## config.mk

```make
export PLATFORM = sky130hd
export DESIGN_NAME = bus_arbiter
export DESIGN_NICKNAME = d
export VERILOG_FILES = /design/src/rtl/bus_arbiter.sv
export SDC_FILE = /design/constraint.sdc
export NUM_CORES = 1
export LEC_CHECK = 0
export CAP_MARGIN = 25
export CELL_PAD_IN_SITES_DETAIL_PLACEMENT = 1
export CELL_PAD_IN_SITES_GLOBAL_PLACEMENT = 2
export CORE_MARGIN = 5
export CORE_UTILIZATION = 37
export DETAILED_ROUTE_END_ITERATION = 8
export DONT_BUFFER_PORTS = 1
export PLACE_DENSITY_LB_ADDON = 0.08
export REMOVE_ABC_BUFFERS = 1
export SETUP_SLACK_MARGIN = 0.2
export SYNTH_ARGS = -nofsm -noshare
export SYNTH_HDL_FRONTEND = slang
export SYNTH_SLANG_ARGS = --single-unit
```

## constraint.sdc

```tcl
create_clock -name clk_i -period 3.6 [get_ports clk_i]
set_clock_uncertainty 0.1 [all_clocks]
set_input_delay 0.72 -clock clk_i [delete_from_list [all_inputs] [get_ports clk_i]]
set_output_delay 0.72 -clock clk_i [all_outputs]
set_load 0.05 [all_outputs]
```

## src/rtl/bus_arbiter.sv

```systemverilog
// Two-master round-robin arbiter onto a single downstream bus port.
// Holds one transaction at a time and aborts it with an error after a bounded wait.
module bus_arbiter #(
  parameter int unsigned TIMEOUT_CYCLES = 255
) (
  input  logic        clk_i,
  input  logic        rst_i,
  input  logic        m0_valid_i,
  input  logic [31:0] m0_addr_i,
  input  logic [31:0] m0_wdata_i,
  input  logic [3:0]  m0_wstrb_i,
  input  logic        m0_instr_i,
  output logic        m0_ready_o,
  output logic [31:0] m0_rdata_o,
  input  logic        m1_valid_i,
  input  logic [31:0] m1_addr_i,
  input  logic [31:0] m1_wdata_i,
  input  logic [3:0]  m1_wstrb_i,
  input  logic        m1_instr_i,
  output logic        m1_ready_o,
  output logic [31:0] m1_rdata_o,
  output logic        s_valid_o,
  output logic [31:0] s_addr_o,
  output logic [31:0] s_wdata_o,
  output logic [3:0]  s_wstrb_o,
  output logic        s_instr_o,
  input  logic        s_ready_i,
  input  logic [31:0] s_rdata_i,
  output logic [1:0]  grant_o,
  output logic        err_o
);

  typedef enum logic [1:0] {IDLE, BUSY, RESP} state_t;

  localparam logic [15:0] TIMEOUT_W = 16'(TIMEOUT_CYCLES);
  localparam logic [31:0] ERR_DATA  = 32'hDEAD_BEEF;

  state_t      state_reg;
  logic [15:0] wait_cnt_reg;
  logic        last_grant_reg;  // 1: m1 was granted most recently
  logic        pick_m1;
  logic [15:0] wait_inc;
  logic        timeout_hit;

  // On a tie, the master that was not granted last wins.
  always_comb begin
    pick_m1 = m1_valid_i;
    if (m0_valid_i && m1_valid_i) begin
      pick_m1 = ~last_grant_reg;
    end
  end

  assign wait_inc    = wait_cnt_reg + 16'd1;
  assign timeout_hit = (wait_inc == TIMEOUT_W);

  always_ff @(posedge clk_i or negedge rst_i) begin
    if (!rst_i) begin
      state_reg      <= IDLE;
      wait_cnt_reg   <= 16'd0;
      last_grant_reg <= 1'b1;
      s_valid_o      <= 1'b0;
      s_addr_o       <= 32'd0;
      s_wdata_o      <= 32'd0;
      s_wstrb_o      <= 4'd0;
      s_instr_o      <= 1'b0;
      m0_ready_o     <= 1'b0;
      m1_ready_o     <= 1'b0;
      m0_rdata_o     <= 32'd0;
      m1_rdata_o     <= 32'd0;
      grant_o        <= 2'b00;
      err_o          <= 1'b0;
    end else begin
      case (state_reg)
        IDLE: begin
          if (m0_valid_i || m1_valid_i) begin
            state_reg      <= BUSY;
            wait_cnt_reg   <= 16'd0;
            last_grant_reg <= pick_m1;
            grant_o        <= pick_m1 ? 2'b10 : 2'b01;
            s_valid_o      <= 1'b1;
            s_addr_o       <= pick_m1 ? m1_addr_i  : m0_addr_i;
            s_wdata_o      <= pick_m1 ? m1_wdata_i : m0_wdata_i;
            s_wstrb_o      <= pick_m1 ? m1_wstrb_i : m0_wstrb_i;
            s_instr_o      <= pick_m1 ? m1_instr_i : m0_instr_i;
          end
        end
        BUSY: begin
          // A completion in the same cycle as the timeout wins over the abort.
          if (s_ready_i) begin
            state_reg  <= RESP;
            s_valid_o  <= 1'b0;
            s_wstrb_o  <= 4'd0;
            m0_ready_o <= grant_o[0];
            m1_ready_o <= grant_o[1];
            m0_rdata_o <= grant_o[0] ? s_rdata_i : 32'd0;
            m1_rdata_o <= grant_o[1] ? s_rdata_i : 32'd0;
          end else if (timeout_hit) begin
            state_reg    <= RESP;
            wait_cnt_reg <= wait_inc;
            s_valid_o    <= 1'b0;
            m0_ready_o   <= grant_o[0];
            m1_ready_o   <= grant_o[1];
            m0_rdata_o   <= grant_o[0] ? ERR_DATA : 32'd0;
            m1_rdata_o   <= grant_o[1] ? ERR_DATA : 32'd0;
            err_o        <= 1'b1;
          end else begin
            wait_cnt_reg <= wait_inc;
          end
        end
        RESP: begin
          state_reg  <= IDLE;
          grant_o    <= 2'b00;
          m0_ready_o <= 1'b0;
          m1_ready_o <= 1'b0;
          m0_rdata_o <= 32'd0;
          m1_rdata_o <= 32'd0;
          err_o      <= 1'b0;
        end
        default: state_reg <= IDLE;
      endcase
    end
  end

endmodule
```

==> results of run 1 <==
## worst max path at each step
stage	from	to	cells after the start
detailed placement	wait_cnt_reg[0]	m1_rdata_o[15]	10
floorplan	m1_valid_i	wait_cnt_reg[3]	5
finish	wait_cnt_reg[0]	m1_rdata_o[29]	9
CTS	wait_cnt_reg[3]	m1_rdata_o[29]	8
global placement	wait_cnt_reg[3]	m0_rdata_o[17]	8
global route	wait_cnt_reg[0]	m1_rdata_o[29]	9
## cell families (layout without fill, tap and decap cells)
group	after synthesis	count (layout)	synth area share (%)
XOR/XNOR	6	6	0.7335
AO/OA/AOI/OAI	211	211	19.40
flip-flops	158	158	55.20
multiplexers	72	72	10.16
adder cells (fa/ha/maj)	6	6	1.048
buffers and inverters	54	51	3.510
AND/OR/NAND/NOR	154	154	9.937
## final cells by class
type,count,share of cell area [%]
Clock buffer,17,5.322
Clock inverter,15,2.379
Inverter,8,0.3757
Multi-Input combinational cell,449,37.18
Sequential cell,158,49.48
Tap cell,260,4.070
Timing Repair Buffer,11,1.190
## per-stage QoR
step	instances	hold WS (ns)	total power, uW	util (%)
2_1_floorplan	615	0.3244	6664	-
3_3_place_gp	885	0.3288	7265	38.94
3_5_place_dp	885	0.3286	7387	38.94
4_1_cts	917	-0.1475	9311	42.20
5_1_grt	918	-0.1550	9673	42.30
6_report	918	-0.1234	9176	42.30
## cells in the mapped netlist, types with 4 or more instances
| cell type | number | area (um^2) |
|---|---|---|
| dfrtp_1 | 157 | 3929 |
| a22o_1 | 17 | 148.9 |
| buf_6 | 5 | 56.30 |
| nand2b_1 | 4 | 25.02 |
| o21ai_0 | 119 | 595.6 |
| a21oi_1 | 5 | 25.02 |
| clkbuf_1 | 26 | 97.59 |
| buf_1 | 6 | 22.52 |
| nor2_1 | 20 | 75.07 |
| inv_1 | 8 | 30.03 |
| ha_1 | 6 | 75.07 |
| xnor2_1 | 5 | 43.79 |
| mux2i_1 | 69 | 690.7 |
| o31ai_1 | 6 | 45.04 |
| nand3_1 | 14 | 70.07 |
| buf_2 | 9 | 45.04 |
| nand2_1 | 95 | 356.6 |
| o2bb2ai_1 | 48 | 420.4 |
## worst max-delay path: stages, from the launching register on
cell	delay (ns)
dfrtp_1	0.43
ha_1	0.25
nand3_1	0.25
nor3_2	0.32
mux2_1	0.35
nand2_1	0.12
nor4b_4	0.07
o31ai_4	0.17
buf_4	0.56
a22o_1	0.25
## metal layers
metal / wire length (um) / vias to the layer above / GRT usage (%)
met3: 2023 / 23 / 8.204
met4: 368 / 0 / 6.087
met5: 0 / - / 0
met2: 10740 / 204 / 32.56
li1: - / 2352 / -
met1: 7907 / 2506 / 20.86
## cells in the final DEF (no fill, tap or decap), drive strengths merged, types with 2 or more instances in the layout
cell type,synthesis,layout
dfrtp,157,157
o21ai,122,122
nand2,95,95
mux2i,69,69
o2bb2ai,48,48
nor2,20,20
inv,8,19
a22o,17,17
clkbuf,26,17
nand3,14,14
buf,20,11
o31ai,9,9
ha,6,6
xnor2,5,5
a21oi,5,5
nand2b,4,4
nand4,4,4
nor4,4,4
and3,3,3
a31oi,3,3
mux2,3,3
nor3,3,3
a21o,2,2
bufinv,0,2
and2,2,2
clkinv,0,2
## power by group through the flow
| stage | combinational (uW) | clock, uW | sequential (uW) |
|---|---|---|---|
| after floorplan | 1500 | 0 | 5160 |
| after global placement | 1800 | 0 | 5460 |
| after detailed placement | 1930 | 0 | 5460 |
| after CTS | 1910 | 1960 | 5430 |
| after global routing | 2150 | 2040 | 5490 |
| final | 1870 | 1910 | 5400 |
==> impl_metrics.yaml, run 1 <==
final_layout:
  multi_input_area_um2: 2972
  layout.area.seq_um2: 3955
  antennaDiodeCount: 0
  layout.filler_cells: 2062
  fraction_of_final_layout_cells_with_drive_strength_greater_than_1_pct: 8.511
  final_net_count: 826
  final_area_um2: 7993
  area_growth_syn_to_layout_pct: 11.56
yosys:
  synth-edff-count: 0
  synth_sequential_area_ratio_pct: 55.20
  synthesis.instances: 661
  synth.avg_cell_area_um2: 10.84
  warnings_synthesis: 0
  ys_dominant_reg_cell: "dfrtp_1"
  synthDistinctLibCells: 45
  synth-seq-cells: 158
  async_reset_ff_share_pct: 100.0
  mappedNetlistArea_um2: 7164
clock_tree:
  ctsLongestPathBuffers: 2
  clock_tree_from_tritoncts: "built"
  clkSlewWorstSetupHoldPaths_ns: 0.08
  cts.sinks: 158
  cts-resized-gates: 0
  ctsRootBufferMaster: "clkbuf_16"
  clock_insertion_delay_worst_skew_ns: 0.42
  htree_num_levels: 4
  cts_buffers: 17
  post_cts.repair.setup_buffers: 0
placed_design:
  dpl.hpwl_mm: 15.11
  instance_area_after_placement_um2: 7357
  io_buffer_count: 0
  gp_congestion: 0.7431
  detailedPlace.worstSlack_ns: 0.6311
routing:
  initialDrtViolationCount: 233
  detail_route.vias_per_cell: 5.539
  detail_route.drc_violations: 0
  wl_per_cell_um: 22.92
  num_vias: 5085
  ant_nets: 0
  drtPass1Iterations: 4
  routed_wl_mm: 21.04
critical_path:
  reg2regPathDepth: 9
  r2r_slack_ns: 0.61
  reg2reg_from: "wait_cnt_reg[0]"
  setup.worst_path.start_class: "flop"
  setup.worst_path.class: "flop to flop"
  rr_endpoint: "m1_rdata_o[29]"
  cp_data_required_time_ns: 3.85
  critical_path_sink_type: "flop"
  crit_fanout: 64
  crit_arrival_ns: 3.24
min_path:
  holdCritPathClass: "primary input to asynchronous set/reset pin"
pwr:
  power_density_nw_per_um2: 1148
  power_switching_uw: 4982
  internal_power_consumption_uw: 4194
  power.clock.fraction_pct: 20.8
  power.share.sequential_pct: 58.8
  vdd_drop_max_mv: 0.3896
  power.leakage_uw: 0.003485
  combinationalPowerShare_pct: 20.4
  power.switching_fraction_pct: 54.29
floorplan:
  initial_utilization_pct: 37.92
  fp.dieArea_um2: 22250
  dieWidth_um: 149.2
  num_rows: 50
  die_height_um: 149.2
  core_area_um2: 18890
  num_io_pins: 314
grt:
  global_route_wire_length_before_repair_mm: 32.50
  grt_antenna_before_repair: 0
  first_global_vias: 5558
  total_grt_overflow: 0
  global_route.usage.total_pct: 18.83
  pin_count_of_the_biggest_net_entering_global_routing: 159
job:
  drv.max_cap_violation_count: 0
sta:
  timing.final.crit_period_ns: 2.988
  fmax_ghz: 0.3347
  hold_violations: 157
  worst_hold_slack_ns: -0.1234
  final_total_negative_setup_slack_ns: 0
  final_critical_path_setup_slack_ns: 0.6121
  final-max-slew-violation-count: 0
  timing.slew.headroom_pct: 41.31
  fin_crit_sh_pct: 83.00
  final-setup-viol-count: 0
  grt_setup_unrepaired: "false"
  worstMarginPinSlew_ns: 0.8771
outcome:
  violations: "negative hold slack"
  outcome: "finished with violations"
(Power assumes the default switching activity.)
==> run 2: changes to the inputs <==
CORE_UTILIZATION = 34   (was 37)
clock period = 2.6 ns   (was 3.6 ns; I/O delays follow)
==> impl_metrics.yaml, run 2 (same netlist as run 1, synthesis figures left out) <==
critical_path:
  cp_data_required_time_ns: 2.84
  crit_fanout: 24
  setup.worst_path.start_class: "flop"
  crit_arrival_ns: 2.80
  critical_path_sink_type: "flop"
  setup.worst_path.class: "flop to flop"
grt:
  global_route_wire_length_before_repair_mm: 34.27
  first_global_vias: 5878
  grt_antenna_before_repair: 0
  pin_count_of_the_biggest_net_entering_global_routing: 159
  global_route.usage.total_pct: 18.30
  total_grt_overflow: 0
sta:
  timing.slew.headroom_pct: 51.73
  fin_crit_sh_pct: 98.27
  worst_hold_slack_ns: -0.3196
  timing.final.crit_period_ns: 2.555
  final-max-slew-violation-count: 0
  worstMarginPinSlew_ns: 0.7241
  final-setup-viol-count: 0
  fmax_ghz: 0.3914
  hold_violations: 158
  final_critical_path_setup_slack_ns: 0.04495
  grt_setup_unrepaired: "true"
outcome:
  outcome: "finished with violations"
  violations: "negative hold slack"
min_path:
  holdCritPathClass: "primary input to asynchronous set/reset pin"
routing:
  wl_per_cell_um: 23.03
  detail_route.drc_violations: 0
  num_vias: 5206
  detail_route.vias_per_cell: 5.356
  ant_nets: 0
  routed_wl_mm: 22.38
  initialDrtViolationCount: 174
  drtPass1Iterations: 4
final_layout:
  antennaDiodeCount: 0
  most-common-layout-cells: "dfrtp_1, o21ai_0, nand2_1"
  layout.area.seq_um2: 3959
  layout_commonest_cell: "dfrtp_1"
  fraction_of_final_layout_cells_with_drive_strength_greater_than_1_pct: 16.50
  final_net_count: 865
  area_growth_syn_to_layout_pct: 20.26
  layout.filler_cells: 2266
  multi_input_area_um2: 3079
  final_area_um2: 8616
clock_tree:
  ctsRootBufferMaster: "clkbuf_16"
  clkSlewWorstSetupHoldPaths_ns: 0.08
  htree_num_levels: 4
  cts.sinks: 158
  clock_tree_from_tritoncts: "built"
  cts_buffers: 17
  clock_insertion_delay_worst_skew_ns: 0.42
  ctsLongestPathBuffers: 2
floorplan:
  num_rows: 53
  num_io_pins: 314
  fp.dieArea_um2: 24070
  die_height_um: 155.2
  dieWidth_um: 155.2
  core_area_um2: 20890
  initial_utilization_pct: 34.30
placed_design:
  io_buffer_count: 0
  instance_area_after_placement_um2: 7619
  detailedPlace.worstSlack_ns: 0.01195
  dpl.hpwl_mm: 15.79
  gp_congestion: 0.7643
pwr:
  power_density_nw_per_um2: 1560
  vdd_drop_max_mv: 0.5123
  power.leakage_uw: 0.003793
job:
  drv.max_cap_violation_count: 0
## run 2: cell count changes in the layout (fill, tap and decap cells not counted), sizes merged
cell      change
clkbuf        +1
clkinv        +3
inv           -4
bufinv        -1
clkinvlp      +2
buf          +38
## run 2: timing repair
action                                  4_1_cts  5_1_grt
endpoints found under the setup margin       70       75
resized for setup                            17       15
hold endpoints to repair                    158      158
gates cloned                                  3        2
pin swaps                                     9        3
buffers inserted                              6        5
## run 2: power breakdown
| group | total, uW | internal, uW | switching, uW |
|---|---|---|---|
| sequential | 7430 | 3360 | 4070 |
| clock | 2580 | 1390 | 1190 |
| combinational | 3430 | 1530 | 1900 |
## run 2: routing by layer
layer / track usage, % / up-vias / share of wire, %
met3: 6.287 / 19 / 7.9
met4: 5.509 / 0 / 1.7
met2: 30.54 / 202 / 50
met5: 0 / - / 0
met1: 22.45 / 2556 / 41
li1: - / 2429 / -
## run 2: final cells by class
type | count | share of cell area (%)
well taps | 275 | 3.994
flip-flops and latches | 158 | 45.95
clock inverters | 15 | 2.265
multi-input cells | 449 | 35.74
inverters | 8 | 0.3485
repair buffers | 50 | 6.767
clock buffers | 17 | 4.938
## run 2: critical path, cell delays in order (launching register included)
cell	delay [ns]
dfrtp_1	0.41
nand4_4	0.20
nor4_4	0.37
xnor2_2	0.16
nand4_1	0.17
nor4b_4	0.32
buf_4	0.19
buf_8	0.13
o31ai_4	0.07
buf_12	0.20
o2bb2ai_1	0.14
## run 2: per-stage QoR
stage          setup TNS (ns)  power, uW  utilization [%]  instances
2_1_floorplan         -457.76       9137                -        615
3_3_place_gp         -0.02353      10250            36.47        924
3_5_place_dp                0      10430            36.47        924
4_1_cts                     0      13440            40.51        965
5_1_grt                -3.114      14160            41.25        972
6_report                    0      13440            41.25        972
## run 2: worst paths after layout
path,startpoint,end,slack [ns],cells past startpoint
worst max-delay path,wait_cnt_reg[6],m1_rdata_o[10],0.04,10
max in group asynchronous,rst_i,last_grant_reg,2.38,0
min in group clk_i,m0_valid_i,last_grant_reg,0.07,1
worst min-delay path,rst_i,m0_rdata_o[7],-0.32,0
worst max register to register,wait_cnt_reg[6],m1_rdata_o[10],0.04,10
worst min register to register,wait_cnt_reg[15],wait_cnt_reg[15],0.42,2
==> run 3: changes to the inputs <==
HOLD_SLACK_MARGIN = 0.03   (was not set)
SLEW_MARGIN = 20   (was not set)
==> results of run 3 <==
The final DEF is identical to that of run 2; final timing and power are the same.
